<file path="src/rtl/fetch_stage.sv">
// -----------------------------------------------------------------------------
// fetch_stage
//
// Purpose:
//   Instruction fetch for the pipeline. Holds the program counter, chooses the
//   next fetch address, drives a synchronous (1-cycle latency) instruction ROM
//   and owns the IF/ID pipeline register that feeds the decode stage. It obeys
//   the stall (nop) and flush/redirect controls from the hazard unit with the
//   priority flush > stall > advance. It stops fetching on a HALT opcode and
//   keeps saturating debug counters of applied stalls and flushes.
//
// Ports:
//   clk            in   1        clock, rising edge
//   rst_n          in   1        asynchronous active-low reset
//   nop            in   2        stall request, active when non-zero
//   flush          in   2        flush/redirect request, active when non-zero
//   branch_target  in   PC_W     redirect address, used when flush is active
//   imem_addr      out  PC_W     ROM address (combinational, = next PC)
//   imem_rdata     in   INSTR_W  ROM data for the address of the last cycle
//   instr_decode   out  INSTR_W  IF/ID instruction (0 for a bubble)
//   pc_decode      out  PC_W     IF/ID PC of instr_decode
//   valid_decode   out  1        IF/ID holds a real instruction
//   halted         out  1        fetch is halted
//   stall_count    out  CNT_W    applied-stall cycles, saturating
//   flush_count    out  CNT_W    applied-flush cycles, saturating
// -----------------------------------------------------------------------------
module fetch_stage #(
    parameter int              PC_W     = 16,
    parameter int              INSTR_W  = 32,
    parameter logic [PC_W-1:0] RESET_PC = '0,
    parameter int              PC_STEP  = 1,
    parameter int              OPC_LSB  = 27,
    parameter logic [4:0]      HALT_OPC = 5'b11111,
    parameter int              CNT_W    = 16
) (
    input  logic               clk,
    input  logic               rst_n,
    input  logic [1:0]         nop,
    input  logic [1:0]         flush,
    input  logic [PC_W-1:0]    branch_target,
    output logic [PC_W-1:0]    imem_addr,
    input  logic [INSTR_W-1:0] imem_rdata,
    output logic [INSTR_W-1:0] instr_decode,
    output logic [PC_W-1:0]    pc_decode,
    output logic               valid_decode,
    output logic               halted,
    output logic [CNT_W-1:0]   stall_count,
    output logic [CNT_W-1:0]   flush_count
);

    localparam logic [PC_W-1:0]  C_PC_STEP = PC_W'(PC_STEP);
    localparam logic [CNT_W-1:0] C_CNT_MAX = {CNT_W{1'b1}};

    typedef enum logic [1:0] {
        ST_BOOT = 2'd0,
        ST_RUN  = 2'd1,
        ST_HALT = 2'd2
    } state_t;

    // ---------------------------------------------------------------------
    // Registers and their next-state values
    // ---------------------------------------------------------------------
    state_t             r_state;
    state_t             w_state_next;
    logic [PC_W-1:0]    r_pc;
    logic [PC_W-1:0]    w_pc_next;
    logic [INSTR_W-1:0] r_ifid_instr;
    logic [INSTR_W-1:0] w_ifid_instr_next;
    logic [PC_W-1:0]    r_ifid_pc;
    logic [PC_W-1:0]    w_ifid_pc_next;
    logic               r_ifid_valid;
    logic               w_ifid_valid_next;
    logic [CNT_W-1:0]   r_stall_cnt;
    logic [CNT_W-1:0]   r_flush_cnt;

    // ---------------------------------------------------------------------
    // Decoded controls
    // ---------------------------------------------------------------------
    logic               w_stall_req;
    logic               w_flush_req;
    logic [4:0]         w_opcode;
    logic               w_is_halt;
    logic [PC_W-1:0]    w_pc_plus;
    logic               w_stall_inc;
    logic               w_flush_inc;

    assign w_stall_req = |nop;
    assign w_flush_req = |flush;
    assign w_opcode    = imem_rdata[OPC_LSB +: 5];
    assign w_is_halt   = (w_opcode == HALT_OPC);
    // Natural modulo-2^PC_W wrap of the increment.
    assign w_pc_plus   = r_pc + C_PC_STEP;

    // ---------------------------------------------------------------------
    // Next-state / next-PC / IF/ID logic
    // Default is "hold everything"; each branch overrides what it changes.
    // ---------------------------------------------------------------------
    always_comb begin
        w_state_next      = r_state;
        w_pc_next         = r_pc;
        w_ifid_instr_next = r_ifid_instr;
        w_ifid_pc_next    = r_ifid_pc;
        w_ifid_valid_next = r_ifid_valid;
        w_stall_inc       = 1'b0;
        w_flush_inc       = 1'b0;

        case (r_state)
            ST_BOOT: begin
                // The ROM has not yet produced data for RESET_PC, so decode
                // gets a bubble while the first read is issued. Hazard
                // controls are meaningless here and are ignored.
                w_pc_next         = RESET_PC;
                w_ifid_instr_next = '0;
                w_ifid_pc_next    = '0;
                w_ifid_valid_next = 1'b0;
                w_state_next      = ST_RUN;
            end

            ST_RUN: begin
                if (w_flush_req) begin
                    w_pc_next         = branch_target;
                    w_ifid_instr_next = '0;
                    w_ifid_pc_next    = '0;
                    w_ifid_valid_next = 1'b0;
                    w_flush_inc       = 1'b1;
                end else if (w_stall_req) begin
                    // PC held: the ROM re-reads the same word so imem_rdata
                    // is still correct when the stall releases.
                    w_stall_inc = 1'b1;
                end else begin
                    w_ifid_instr_next = imem_rdata;
                    w_ifid_pc_next    = r_pc;
                    w_ifid_valid_next = 1'b1;
                    if (w_is_halt) begin
                        // The halt itself goes to decode; fetch freezes here.
                        w_state_next = ST_HALT;
                    end else begin
                        w_pc_next = w_pc_plus;
                    end
                end
            end

            ST_HALT: begin
                if (w_flush_req) begin
                    // Halt was on a mispredicted path: resume at the target.
                    w_pc_next         = branch_target;
                    w_ifid_instr_next = '0;
                    w_ifid_pc_next    = '0;
                    w_ifid_valid_next = 1'b0;
                    w_flush_inc       = 1'b1;
                    w_state_next      = ST_RUN;
                end else if (w_stall_req) begin
                    w_stall_inc = 1'b1;
                end else begin
                    w_ifid_instr_next = '0;
                    w_ifid_pc_next    = '0;
                    w_ifid_valid_next = 1'b0;
                end
            end

            default: begin
                w_state_next      = ST_BOOT;
                w_pc_next         = RESET_PC;
                w_ifid_instr_next = '0;
                w_ifid_pc_next    = '0;
                w_ifid_valid_next = 1'b0;
            end
        endcase
    end

    // ---------------------------------------------------------------------
    // State, PC and IF/ID registers
    // ---------------------------------------------------------------------
    always_ff @(posedge clk or negedge rst_n) begin
        if (!rst_n) begin
            r_state      <= ST_BOOT;
            r_pc         <= RESET_PC;
            r_ifid_instr <= '0;
            r_ifid_pc    <= '0;
            r_ifid_valid <= 1'b0;
        end else begin
            r_state      <= w_state_next;
            r_pc         <= w_pc_next;
            r_ifid_instr <= w_ifid_instr_next;
            r_ifid_pc    <= w_ifid_pc_next;
            r_ifid_valid <= w_ifid_valid_next;
        end
    end

    // ---------------------------------------------------------------------
    // Saturating debug counters
    // ---------------------------------------------------------------------
    always_ff @(posedge clk or negedge rst_n) begin
        if (!rst_n) begin
            r_stall_cnt <= '0;
        end else if (w_stall_inc && (r_stall_cnt != C_CNT_MAX)) begin
            r_stall_cnt <= r_stall_cnt + 1'b1;
        end
    end

    always_ff @(posedge clk or negedge rst_n) begin
        if (!rst_n) begin
            r_flush_cnt <= '0;
        end else if (w_flush_inc && (r_flush_cnt != C_CNT_MAX)) begin
            r_flush_cnt <= r_flush_cnt + 1'b1;
        end
    end

    // ---------------------------------------------------------------------
    // Outputs
    // ---------------------------------------------------------------------
    // The ROM registers its address, so presenting the next PC now makes the
    // data for pc_q available in the cycle after it becomes current. Reset is
    // folded in so the address is defined while rst_n is low.
    assign imem_addr    = rst_n ? w_pc_next : RESET_PC;
    assign instr_decode = r_ifid_instr;
    assign pc_decode    = r_ifid_pc;
    assign valid_decode = r_ifid_valid;
    assign halted       = (r_state == ST_HALT);
    assign stall_count  = r_stall_cnt;
    assign flush_count  = r_flush_cnt;

endmodule
</file>
<file path="config.mk">
export PLATFORM = sky130hd
export DESIGN_NAME = fetch_stage
export DESIGN_NICKNAME = d
export VERILOG_FILES = /design/src/rtl/fetch_stage.sv
export SDC_FILE = /design/constraint.sdc
export NUM_CORES = 1
export LEC_CHECK = 0
export CORE_UTILIZATION = 42
export DETAILED_ROUTE_END_ITERATION = 10
export GPL_TIMING_DRIVEN = 0
export HOLD_SLACK_MARGIN = 0.08
export PLACE_DENSITY = 0.76
export SLEW_MARGIN = 5
export SYNTH_ARGS = -nofsm -noshare
export SYNTH_HDL_FRONTEND = slang
export SYNTH_SLANG_ARGS = --single-unit
export TNS_END_PERCENT = 5
</file>
<file path="constraint.sdc">
create_clock -name clk -period 2.1 [get_ports clk]
set_input_delay 0.42 -clock clk [delete_from_list [all_inputs] [get_ports clk]]
set_output_delay 0.42 -clock clk [all_outputs]
set_load 0.01 [all_outputs]
</file>
Word level (Yosys, flattened, before mapping)
Index checks and enable logic that the tools add are counted.
Widths: inputs -> output; s select.
Storage, ports and cells
  register bits: 99
  bits of input ports: 54
  output and inout port bits: 98
  word-level logic and storage cells: 60
Cells by class
  add/sub/neg operators: 3
  equal/unequal tests: 11
  muxes and demuxes: 31
  reductions and logical operators: 8
Operator list (count)
  $mux 16: 9
  $mux 32: 4
  $pmux 16 s2: 2
  $pmux 32 s2: 1
  $add 16x1->16 const B: 3
  $ne 16x16->1 const B: 2
  $mux 1: 9
  $mux 2: 4
  $ne 2x2->1 const B: 3
  $pmux 2 s3: 1
  $reduce_or 2->1: 3
  $eq 5x5->1 const B: 1
  $reduce_and 4->1: 1
  $ne 3x2->1 const B: 1
  $ne 3x3->1 const B: 1
  $eq 2x1->1 const B: 1
  $eq 2x2->1 const B: 1
  $logic_and 1x1->1: 2
  $logic_not 2->1: 1
  $ne 2x1->1 const B: 1
  $pmux 1 s2: 1
  $reduce_and 2->1: 1

Depth between registers and ports, before layout
  depth after elaboration: 6
  mapped depth: 8
  gate-level depth less buffers: 6

Worst setup path after synthesis
No wires, ideal clock.
  path type: register to output
  start point: register r_state[1]
  end point: output imem_addr[10]
  arrival time: 2227 ps
  data required time: 1680 ps
  slack: -547 ps
  cell stages (with the launch flop): 7
  buffers on the path: 0
  cell sequence: dfrtp_1 -> inv_1 -> ha_1 -> or3b_2 -> a21oi_2 -> a311oi_1 -> a2111oi_0
On the way
  cells in the longest elaborated chain, start to end: 3
  elaborated cells between the ends (all ways): 4
  classes of those cells: 2 x eq/ne; 2 x mux
RTL lines
  start, declared: line 63  | state_t r_state;
  start signal, assigned: line 182  | r_state <= w_state_next;
  $eq 2x2->1 or $eq 2x1->1 (tied branches): line 107  | case (r_state)
  $pmux 16 s2 (*): line 107
  $mux 16 (*): line 215  | assign imem_addr = rst_n ? w_pc_next : RESET_PC;
  end, declared: line 41  | output logic [PC_W-1:0] imem_addr,
Every way passes the cells marked *; elsewhere a longest branch is shown, timed or not.

Worst setup path in the final report
Same ends and word-level chain as after synthesis.

==> out/metrics.yaml <==
route:
  wl_met3_mm: 1.10
  drc: 0
  routedLengthMet1_mm: 6.21
  wl_per_cell_um: 19.0
  via_count: 4629
  vias_per_cell: 5.90
  topRoutingLayerUsed: "met4"
  ant_nets: 0
  firstDrtPassIters: 5
  wl_mm: 14.9
  dr_wl_met2_mm: 7.08
  first_iter_violations: 340
die:
  initial_utilization: 0.439
  ios: 152
  row_count: 38
  die_w_um: 110
  core_um2: 11100
  die_h_um: 110
  die_area_um2: 12000
outcome:
  violations: "setup timing"
  status: "finished, violations left"
timing:
  clock.fmax_mhz: 366
  final-setup-viol-count: 21
  hold_viol_final: 0
  finalCritPeriodShare: 1.30
  worst_slew_pin_slew_ns: 0.608
  clock_skew_ns: 0.00801
  period_needed_ns: 2.73
  setup_tns_ns: -8.08
  max_slew_margin: 0.592
  rsz0062_at_grt: "true"
  drv_slew: 0
  setup_ws_ns: -0.633
clocking:
  cts_tree: "done"
  clock-root-buffer: "clkbuf_16"
  cts_buffers: 9
  clock_path_buffers: 2
  cts.reportedPaths.clkPinSlew_ns: 0.07
  clock_latency_ns: 0.35
  clkSinkCount: 99
  cts_max_level: 3
synth:
  synth_edf_count: 0
  syn-instance-count: 459
  synthArstFlopShare: 1.00
  synth_area_leaders: "dfrtp_1, a22o_1, xor2_1"
  ys_warn_count: 0
  synth_top_area_share: 0.510
  syn_avg_cell_area_um2: 10.6
  syn_nets: 520
  ys_types: 64
  ys_seq_area_frac: 0.510
  synth_area_um2: 4860
  synth_ff_type: "dfrtp_1"
  ys_ff_latch: 99
  yosys.area.top_type: "dfrtp_1"
pwr:
  p_leak_nw: 3.15
  ir_drop_uv: 613
  combPwrFrac: 0.301
  power_mw: 5.97
  clockPowerShare: 0.298
  p_per_area_nw_per_um2: 803
  pwr-share-seq: 0.401
  p_int_mw: 4.03
  swShare: 0.325
  p_sw_mw: 1.94
global_routing:
  grt_pass1_vias: 4517
  grt_start_max_net_pins: 59
  gr-total-overflow: 0
  antenna_found_initial: 0
  grt_pass1_wl_mm: 23.1
  grtUsageTotal: 0.252
worst_setup_path:
  cp-endpoint: "imem_addr[10]"
  crit_required_ns: 1.68
  worstSetupEndpointType: "output pin"
  timing.rr.end: "stall_count[12]$_DFFE_PN0P_"
  crit_fanout: 4
  reg2reg_setup_slack_ns: -0.19
  reg2reg_depth: 8
  reg2reg_from: "r_state[1]$_DFFE_PN0P_"
  cp-start-kind: "flop"
  cp.arrival_ns: 2.31
  cp-startpoint: "r_state[1]$_DFFE_PN0P_"
  worstSetupPathType: "reg2out"
final_layout:
  layout-drive-gt1-share: 0.229
  antenna_cells: 0
  area_growth_syn_to_layout_pct: 53.0
  final_core_util: 0.671
  final_nets: 701
  layout_common_cells: "clkdlybuf4s50_1, dfrtp_1, a22o_1"
  final_common_cell: "clkdlybuf4s50_1"
placed_design:
  dpl.hpwl_mm: 10.3
  portBuffers: 148
  gp_congestion: 0.901
  dp_slack_ns: -1.30
worst_hold_path:
  hold_class: "in2async"
job:
  cap_violations: 0
[through the flow]
stage,hold WS (ns),std cells,instance area (um2)
2_1_floorplan,0.124,459,5000
4_1_cts,0.0646,779,7310
5_1_grt,0.0913,785,7440
3_5_place_dp,0.469,748,6690
6_report,0.0310,785,7440
3_3_place_gp,0.458,747,6660
[worst max-delay path, cell delays in order, from the launching register on]
cell       delay (ns)
dfrtp_1          0.39
inv_2            0.09
ha_4             0.15
or3b_4           0.40
a21oi_4          0.14
buf_6            0.12
buf_6            0.09
a311oi_4         0.08
a2111oi_2        0.30
buf_2            0.20
[worst min-delay path by stage]
stage                     depth (start not counted)  slack (ns)                           to
after CTS                                         1        0.06  instr_decode[1]$_DFFE_PN0P_
after floorplan                                   0        0.12   flush_count[0]$_DFFE_PN0P_
final                                             1        0.03  instr_decode[1]$_DFFE_PN0P_
after global routing                              1        0.09  instr_decode[0]$_DFFE_PN0P_
after global placement                            1        0.46     valid_decode$_DFFE_PN0P_
after detailed placement                          1        0.47     valid_decode$_DFFE_PN0P_
[power groups by stage]
stage          Clock, mW  Sequential [mW]  Combinational (mW)
3_5_place_dp           0             2.41                1.52
6_report            1.78             2.39                1.80
3_3_place_gp           0             2.39                1.48
2_1_floorplan          0             2.40               0.782
5_1_grt             1.88             2.43                1.94
4_1_cts             1.80             2.38                1.68
[kinds of logic (layout without fill, tap and decap cells)]
group / count (synthesis) / count (layout) / share of synthesized area
buffers and inverters: 37 / 222 / 0.0317
XOR/XNOR: 26 / 26 / 0.0468
flip-flops: 99 / 99 / 0.510
AO/OA/AOI/OAI: 121 / 122 / 0.194
multiplexers: 5 / 5 / 0.0116
adder cells (fa/ha/maj): 7 / 7 / 0.0180
AND/OR/NAND/NOR: 164 / 164 / 0.188
[per-layer routing]
layer | vias up | GRT usage
met2 | 206 | 0.407
met1 | 2260 | 0.317
met5 | - | 0
li1 | 2122 | -
met4 | 0 | 0.139
met3 | 41 | 0.0510
[cells in the mapped netlist, drive strengths merged, types with 3 or more instances]
cell,number
a21oi,15
nor3,28
ha,7
o211ai,4
dfrtp,99
o22ai,3
and2,3
or3b,4
xor2,20
buf,8
o31a,3
or2,4
o21ai,10
nand3,14
and4,3
nand4,15
nor4,20
nor2,24
and3,7
mux2,5
a211oi,9
nand2,26
nor4b,3
inv,12
or3,7
clkbuf,16
a22o,48
xnor2,6
[repair_timing]
action / in CTS / in global routing
cloned: 1 / 0
pin swaps: 18 / 13
endpoints found under the hold margin: 53 / 0
endpoints found under the setup margin: 79 / 60
resized for setup: 119 / 37
setup buffers: 17 / 6
[registers in the layout, indices dropped and copies added (netlist names)]
name / count
pc_decode: 16
flush_count: 16
instr_decode: 32
stall_count: 16
r_state: 2
valid_decode: 1
r_pc: 16
[area by class of cell]
class	count	area [um2]
Tap cell	140	175
Inverter	13	50.0
Sequential cell	99	2480
Fill cell	862	3640
Timing Repair Buffer	172	1620
Buffer	21	155
Clock buffer	10	229
Multi-Input combinational cell	324	2640
Clock inverter	6	88.8
Note: power is estimated with default switching activity, not from simulation.
